$ cat src/rtl/mem_bus_arbiter.sv
// Two-port round-robin arbiter for the shared memory/I-O bus.
// Decodes the granted address to RAM, switch port or LED register; reads return one cycle later.
module mem_bus_arbiter #(
   parameter int                    data_width = 16,
   parameter int                    addr_width = 9,
   parameter logic [addr_width-1:0] SW_ADDR    = 9'h140,
   parameter logic [addr_width-1:0] LED_ADDR   = 9'h100
) (
   input  logic                  clk,
   input  logic                  reset,
   input  logic                  req0,
   input  logic                  req1,
   input  logic [1:0]            cmd0,
   input  logic [1:0]            cmd1,
   input  logic [addr_width-1:0] addr0,
   input  logic [addr_width-1:0] addr1,
   input  logic [data_width-1:0] wdata0,
   input  logic [data_width-1:0] wdata1,
   output logic                  gnt0,
   output logic                  gnt1,
   output logic                  rvalid0,
   output logic                  rvalid1,
   output logic [data_width-1:0] rdata,
   output logic [addr_width-1:0] ram_addr,
   output logic                  ram_we,
   output logic [data_width-1:0] ram_din,
   input  logic [data_width-1:0] ram_dout,
   input  logic [7:0]            sw,
   output logic [7:0]            led,
   output logic                  err
);

   localparam logic [1:0] MWRITE  = 2'b01;
   localparam logic [1:0] MREAD   = 2'b11;
   localparam logic [1:0] MILL    = 2'b10;
   localparam logic [1:0] SRC_RAM = 2'd0;
   localparam logic [1:0] SRC_SW  = 2'd1;
   localparam logic [1:0] SRC_LED = 2'd2;

   logic                  ptr_q, ptr_d;
   logic [7:0]            led_q, led_d;
   logic                  err_q, err_d;
   logic                  rd_vld_q;
   logic                  rd_id_q;
   logic [1:0]            rd_src_q, rd_src_d;
   logic [7:0]            sw_q;
   logic [data_width-1:0] rdata_q;
   logic [addr_width-1:0] ram_addr_q;
   logic [data_width-1:0] ram_din_q;

   logic                  vld0, vld1, any_gnt;
   logic [1:0]            g_cmd;
   logic [addr_width-1:0] g_addr;
   logic [data_width-1:0] g_wdata;
   logic                  g_led, g_sw, g_wr, g_rd, illegal;

   // Nothing is accepted while reset is held, so no RAM write can slip through.
   assign vld0 = reset & req0 & (cmd0 == MWRITE || cmd0 == MREAD);
   assign vld1 = reset & req1 & (cmd1 == MWRITE || cmd1 == MREAD);
   assign gnt0 = vld0 & (~vld1 | ~ptr_q);
   assign gnt1 = vld1 & (~vld0 | ptr_q);
   assign any_gnt = gnt0 | gnt1;

   assign g_cmd   = gnt1 ? cmd1   : cmd0;
   assign g_addr  = gnt1 ? addr1  : addr0;
   assign g_wdata = gnt1 ? wdata1 : wdata0;
   assign g_led   = (g_addr == LED_ADDR);
   assign g_sw    = (g_addr == SW_ADDR);
   assign g_wr    = any_gnt & (g_cmd == MWRITE);
   assign g_rd    = any_gnt & (g_cmd == MREAD);
   assign illegal = (req0 & (cmd0 == MILL)) | (req1 & (cmd1 == MILL));

   assign ram_we   = g_wr & ~g_led & ~g_sw;
   assign ram_addr = any_gnt ? g_addr  : ram_addr_q;
   assign ram_din  = any_gnt ? g_wdata : ram_din_q;

   assign ptr_d    = any_gnt ? gnt0 : ptr_q;
   assign led_d    = (g_wr & g_led) ? g_wdata[7:0] : led_q;
   assign err_d    = err_q | illegal | (g_wr & g_sw);
   assign rd_src_d = g_sw ? SRC_SW : (g_led ? SRC_LED : SRC_RAM);

   always_comb begin
      rdata = rdata_q;
      if (rd_vld_q) begin
         case (rd_src_q)
            SRC_SW:  rdata = {{(data_width-8){1'b0}}, sw_q};
            SRC_LED: rdata = {{(data_width-8){1'b0}}, led_q};
            default: rdata = ram_dout;
         endcase
      end
   end

   assign rvalid0 = rd_vld_q & ~rd_id_q;
   assign rvalid1 = rd_vld_q & rd_id_q;
   assign led     = led_q;
   assign err     = err_q;

   always_ff @(posedge clk or negedge reset) begin
      if (!reset) begin
         ptr_q      <= 1'b0;
         led_q      <= 8'h00;
         err_q      <= 1'b0;
         rd_vld_q   <= 1'b0;
         rd_id_q    <= 1'b0;
         rd_src_q   <= SRC_RAM;
         sw_q       <= 8'h00;
         rdata_q    <= '0;
         ram_addr_q <= '0;
         ram_din_q  <= '0;
      end else begin
         ptr_q      <= ptr_d;
         led_q      <= led_d;
         err_q      <= err_d;
         rd_vld_q   <= g_rd;
         rd_id_q    <= gnt1;
         rd_src_q   <= rd_src_d;
         sw_q       <= sw;
         rdata_q    <= rdata;
         ram_addr_q <= ram_addr;
         ram_din_q  <= ram_din;
      end
   end

endmodule

$ cat config.mk
export PLATFORM = sky130hd
export DESIGN_NAME = mem_bus_arbiter
export DESIGN_NICKNAME = d
export VERILOG_FILES = /design/src/rtl/mem_bus_arbiter.sv
export SDC_FILE = /design/constraint.sdc
export NUM_CORES = 1
export LEC_CHECK = 0
export ABC_CLOCK_PERIOD_IN_PS = 2610
export BUFFER_PORTS_ARGS = -buffer_cell sky130_fd_sc_hd__buf_2
export CAP_MARGIN = 40
export CELL_PAD_IN_SITES_DETAIL_PLACEMENT = 1
export CELL_PAD_IN_SITES_GLOBAL_PLACEMENT = 2
export CORE_MARGIN = 2
export CORE_UTILIZATION = 26
export DETAILED_ROUTE_END_ITERATION = 8
export PLACE_DENSITY = 0.78
export SLEW_MARGIN = 5
export SYNTH_ARGS = -nofsm -noshare
export SYNTH_HDL_FRONTEND = slang
export SYNTH_SLANG_ARGS = --single-unit
$ cat constraint.sdc
create_clock -name clk -period 2.61 [get_ports clk]
set_input_delay 0.522 -clock clk [delete_from_list [all_inputs] [get_ports clk]]
set_output_delay 0.522 -clock clk [all_outputs]
set_load 0.005 [all_outputs]
# Yosys cells after proc, flatten, opt, wreduce, memory -nomap -nowiden
# Index checks and enable logic that the tools add are counted.
[classes] eq_ne=12 muxes=9 bitwise_logic=28 n_reduce_logical=2
[ops] op="$mux 16" count=3
[ops] op="$pmux 16 s2" count=1
[ops] op="$eq 9x9->1 const B" count=2
[ops] op="$mux 9" count=2
[ops] op="$and 1x1->1" count=16
[ops] op="$eq 2x2->1 const B" count=6
[ops] op="$eq 2x1->1 const B" count=4
[ops] op="$mux 2" count=3
[ops] op="$not 1->1" count=6
[ops] op="$or 1x1->1" count=6
[ops] op="$logic_or 1x1->1" count=2
[word_totals] regBits=63 input_bits=82

# Logic depth before layout (Yosys ltp)
[depth] depth_word=11 mapped_depth=7 mapped_depth_nobuf=5

# Worst setup path after synthesis
# No wires, ideal clock.
[synth_timing] path_type="input to output" startpoint="input reset" endpoint="output ram_din[3]" arrival_ns=1.537 required_time_ns=2.088 path_slack_ns=0.551 path_stages=6 cell_sequence="buf_4 -> and3_4 -> nand2_4 -> buf_2 -> mux2i_1 -> o21ai_0"
[synth_between] elab_chain_cells=7 word_cells_on_any_way=13 classes_between="2 x mux; 11 x bitwise"
[synth_lines] element="from (decl)" line_no="10" source="input logic reset,"
[synth_lines] element="$and 1x1->1, on equally long branches (2 in a row)" line_no="58, 59"
[synth_lines] element="$not 1->1, on equally long branches" line_no="61, 60"
[synth_lines] element="$or 1x1->1, on equally long branches" line_no="61, 60"
[synth_lines] element="$and 1x1->1, on equally long branches" line_no="61, 60"
[synth_lines] element="$mux 16 / $or 1x1->1 (equally long branches)" line_no="66, 62"
[synth_lines] element="$mux 16 *" line_no="75" source="assign ram_din = any_gnt ? g_wdata : ram_din_q;"
[synth_lines] element="to (decl)" line_no="26" source="output logic [data_width-1:0] ram_din,"
# Mark *: on every way between the ends. The rest lies on a longest branch, timed or not.

# Worst setup path after layout
[layout_timing] startpoint="register ptr_q" endpoint="output ram_we"
[layout_between] elab_chain_cells=7 word_cells_on_any_way=16 classes_between="3 x eq/ne; 2 x mux; 11 x bitwise"
[layout_lines] element="from (decl)" line_no="40" source="logic ptr_q, ptr_d;"
[layout_lines] element="from (signal assigned)" line_no="111" source="ptr_q <= ptr_d;"
[layout_lines] element="$or 1x1->1 / $not 1->1 (equally long branches)" line_no="61, 60"
[layout_lines] element="$and 1x1->1 / $or 1x1->1 (equally long branches)" line_no="61, 60"
[layout_lines] element="$mux 9 (tied with other cells)" line_no="65" source="assign g_addr = gnt1 ? addr1 : addr0;"
[layout_lines] element="$eq 9x9->1 (tied with other cells)" line_no="67" source="assign g_led = (g_addr == LED_ADDR);"
[layout_lines] element="$not 1->1 / $and 1x1->1 (equally long branches)" line_no="73, 69"
[layout_lines] element="$and 1x1->1" line_no="73" source="assign ram_we = g_wr & ~g_led & ~g_sw;"
[layout_lines] element="$and 1x1->1 *" line_no="73"
[layout_lines] element="to (decl)" line_no="25" source="output logic ram_we,"
# Marked as above.

==> flow_summary.yaml <==
clock_network:
  cts.clk_slew.worst_paths_ps: 70
  htree_levels: 3
  clock-sinks: 63
  cts_tree: "done"
  clkLatencyLatePin_ps: 340
  root_buffer: "clkbuf_8"
  numCtsBuffers: 9
  clock_tree.buffer_depth: 2
floorplanning:
  rows: 37
  dieArea_um2: 11600
  core_um2: 10400
  ios: 137
  dieHeight_um: 108
  die_w_um: 108
  start_util_pct: 27.0
timing:
  relSlewSlack_pct: 62.1
  setup_tns_ps: 0
  hold_violations: 0
  rsz0062_at_grt: "false"
  fin_crit_ps: 2460
  fin_skew_ps: 10.4
  tightest_slew_ps: 568
  setup-violations-final: 0
  fmax_mhz: 406
  min_period_over_period_pct: 94.3
  drv_slew: 0
  fin_ws_ps: 148
synthesis:
  syn_avg_cell_area_um2: 10.2
  netlist_area_um2: 2800
  syn-num-nets: 357
  synth_seq_cells: 63
  yosys_warnings: 0
  synth_seq_area_share_pct: 56.4
  synth_cells: 273
  yosysUniqueCellTypes: 33
worst_setup_path:
  crit_slowest_cell: "dfrtp_1"
  cp-end-kind: "output pin"
  r2r_start: "ptr_q"
  reg2reg_depth: 7
  r2r_slack_ps: 690
  critical_path_class: "flop to output pin"
  crit_fanout: 5
  cp-start-kind: "flop"
  worstReg2RegEnd: "led[2]"
  worstPathArrival_ps: 1940
  cp.required_ps: 2090
  cpPeakStageDelay_ps: 420
  crit_path_cell_trace: "nand3b_1 > nand2_4 > buf_4 > mux2i_4 > nand2_1 > nor2_1 > buf_2"
power:
  p_per_area_nw_per_um2: 608
  p_seq_share_pct: 49.1
  swShare_pct: 28.3
  worst_ir_drop_vdd_mv: 0.192
  leakagePower_nw: 2.00
  p_switching_w: 0.000665
  p_int_w: 0.00169
  p_comb_share_pct: 20.9
  clkPwrFrac_pct: 30.1
route:
  wirelength_um: 8290
  drc: 0
  wl_per_cell_um: 14.8
  via_count: 2488
  ant_nets: 0
  drtIter0Drc: 52
  drt_first_pass_iters: 3
  via_per_inst: 4.45
placed_design:
  place.gp.congestion: 0.779
  dp_hpwl_um: 6520
  io_buffers: 136
  dp_worst_setup_slack_ps: 181
layout:
  nFillCells: 1268
  nNetsFinal: 502
  antennaDiodeCount: 0
  drive_gt1_share_pct: 41.6
  syn_to_final_growth_pct: 38.3
  fin_util_pct: 37.3
outcome:
  status: "finished, final reports clean"
min_path:
  min_path_type: "input port to asynchronous set/reset pin"
grt:
  grt_overflow: 0
  grt_pass1_vias: 2517
  grt_pass1_wl_um: 12800
  track_usage_pct: 14.7
  antenna_found_initial: 0
  grt_max_degree: 36
run:
  maxCapViolCount: 0
==> worst max-delay path, delay by kind of cell (launching register included) <==
| kind | cells | cell delay, ps |
|---|---|---|
| buf+inv | 2 | 290 |
| simple gates | 4 | 580 |
| flops | 1 | 420 |
| mux | 1 | 310 |
==> power by group through the flow <==
stage	logic [W]	clock network, W	registers (W)
floorplan	0.000225	0	0.00116
global placement	0.000484	0	0.00117
detailed placement	0.000494	0	0.00117
CTS	0.000500	0.000752	0.00116
global route	0.000553	0.000794	0.00117
finish	0.000490	0.000707	0.00115
==> what timing repair did <==
action                                  in CTS  in global routing
endpoints found under the setup margin       9                  7
pin swaps                                    1                  0
hold endpoints to repair                     1                  0
buffers inserted                             1                  1
gates resized for setup                      1                  1
hold buffers                                 1                  0
==> cells in the final DEF (no fill, tap or decap), drive strengths merged, types with 2 or more instances in the layout <==
cell / count
dfrtp: 63
buf: 147
nor3: 2
nor2b: 2
a22oi: 9
nand2: 43
nand3: 3
mux2: 8
o22ai: 8
mux2i: 18
ha: 2
nand4: 3
clkbuf: 12
clkinv: 4
inv: 20
and2: 5
a31oi: 11
o21ai: 27
nor2: 26
nor4: 2
==> per-layer routing <==
metal / global-route usage (%) / share of wire (%)
met1: 18.5 / 46
met2: 22.9 / 45
met3: 5.57 / 8.1
met4: 5.22 / 1.4
met5: 0 / 0
==> flip-flops by register name (all words and copies together), names as in the netlist <==
signal and count:
led 8, rd_vld_q 1, rd_id_q 1, rdata_q 16, rd_src_q 2, ram_din_q 16
err 1, sw_q 8, ptr_q 1, ram_addr_q 9
==> worst max-delay path by stage <==
stage	from	endpoint	slack [ps]	depth (start not counted)
2_1_floorplan	reset	ram_din[3]	550	6
3_3_place_gp	reset	ram_addr[2]	220	7
3_5_place_dp	reset	ram_addr[2]	180	7
4_1_cts	rd_src_q[0]	rdata[11]	60	6
5_1_grt	ptr_q	ram_we	4	7
6_report	ptr_q	ram_we	150	7
==> cells in the mapped netlist (all sizes together) <==
cell,count,area (um2)
dfrtp,63,1580
nand2,43,169
o21ai,27,135
nor2,26,97.6
inv,20,75.1
mux2i,18,205
a31oi,11,68.8
a22oi,9,72.6
clkbuf,8,30.0
mux2,8,90.1
o22ai,8,50.1
buf,6,31.3
and2,5,31.3
nand3,3,15.0
nand4,3,33.8
ha,2,25.0
nor2b,2,12.5
nor3,2,10.0
nor4,2,12.5
a21o,1,7.51
a31o,1,8.76
and3,1,11.3
and3b,1,8.76
clkinv,1,3.75
nand3b,1,7.51
o211ai,1,7.51
==> metrics by stage <==
stage / total power, W / std cells / hold slack (ps) / area [um2]
after CTS: 0.00241 / 558 / 218 / 3860
after floorplan: 0.00138 / 273 / 226 / 2800
final: 0.00235 / 559 / 229 / 3870
after detailed placement: 0.00167 / 540 / 324 / 3670
after global placement: 0.00165 / 540 / 322 / 3670
after global routing: 0.00251 / 559 / 242 / 3870
==> final cells by class <==
type / instances / area [um2] / area share, %
clock buffer: 12 / 135 / 3.49
clock inverter: 4 / 22.5 / 0.582
multi-input combinational: 175 / 1080 / 28.0
tap: 136 / 170 / 4.40
inverter: 21 / 78.8 / 2.04
sequential: 63 / 1580 / 40.8
timing repair buffer: 148 / 801 / 20.7
==> cell families (layout without fill, tap and decap cells) <==
| group | count (synthesis) | count (layout) | synth area share (%) |
|---|---|---|---|
| buffers and inverters | 35 | 185 | 5.01 |
| muxes | 26 | 26 | 10.6 |
| adders and majority gates | 2 | 2 | 0.895 |
| DFF | 63 | 63 | 56.4 |
| and+or+nand+nor | 89 | 89 | 14.6 |
| AOI/OAI and AO/OA | 58 | 58 | 12.5 |
Note: power is estimated with default switching activity, not from simulation.
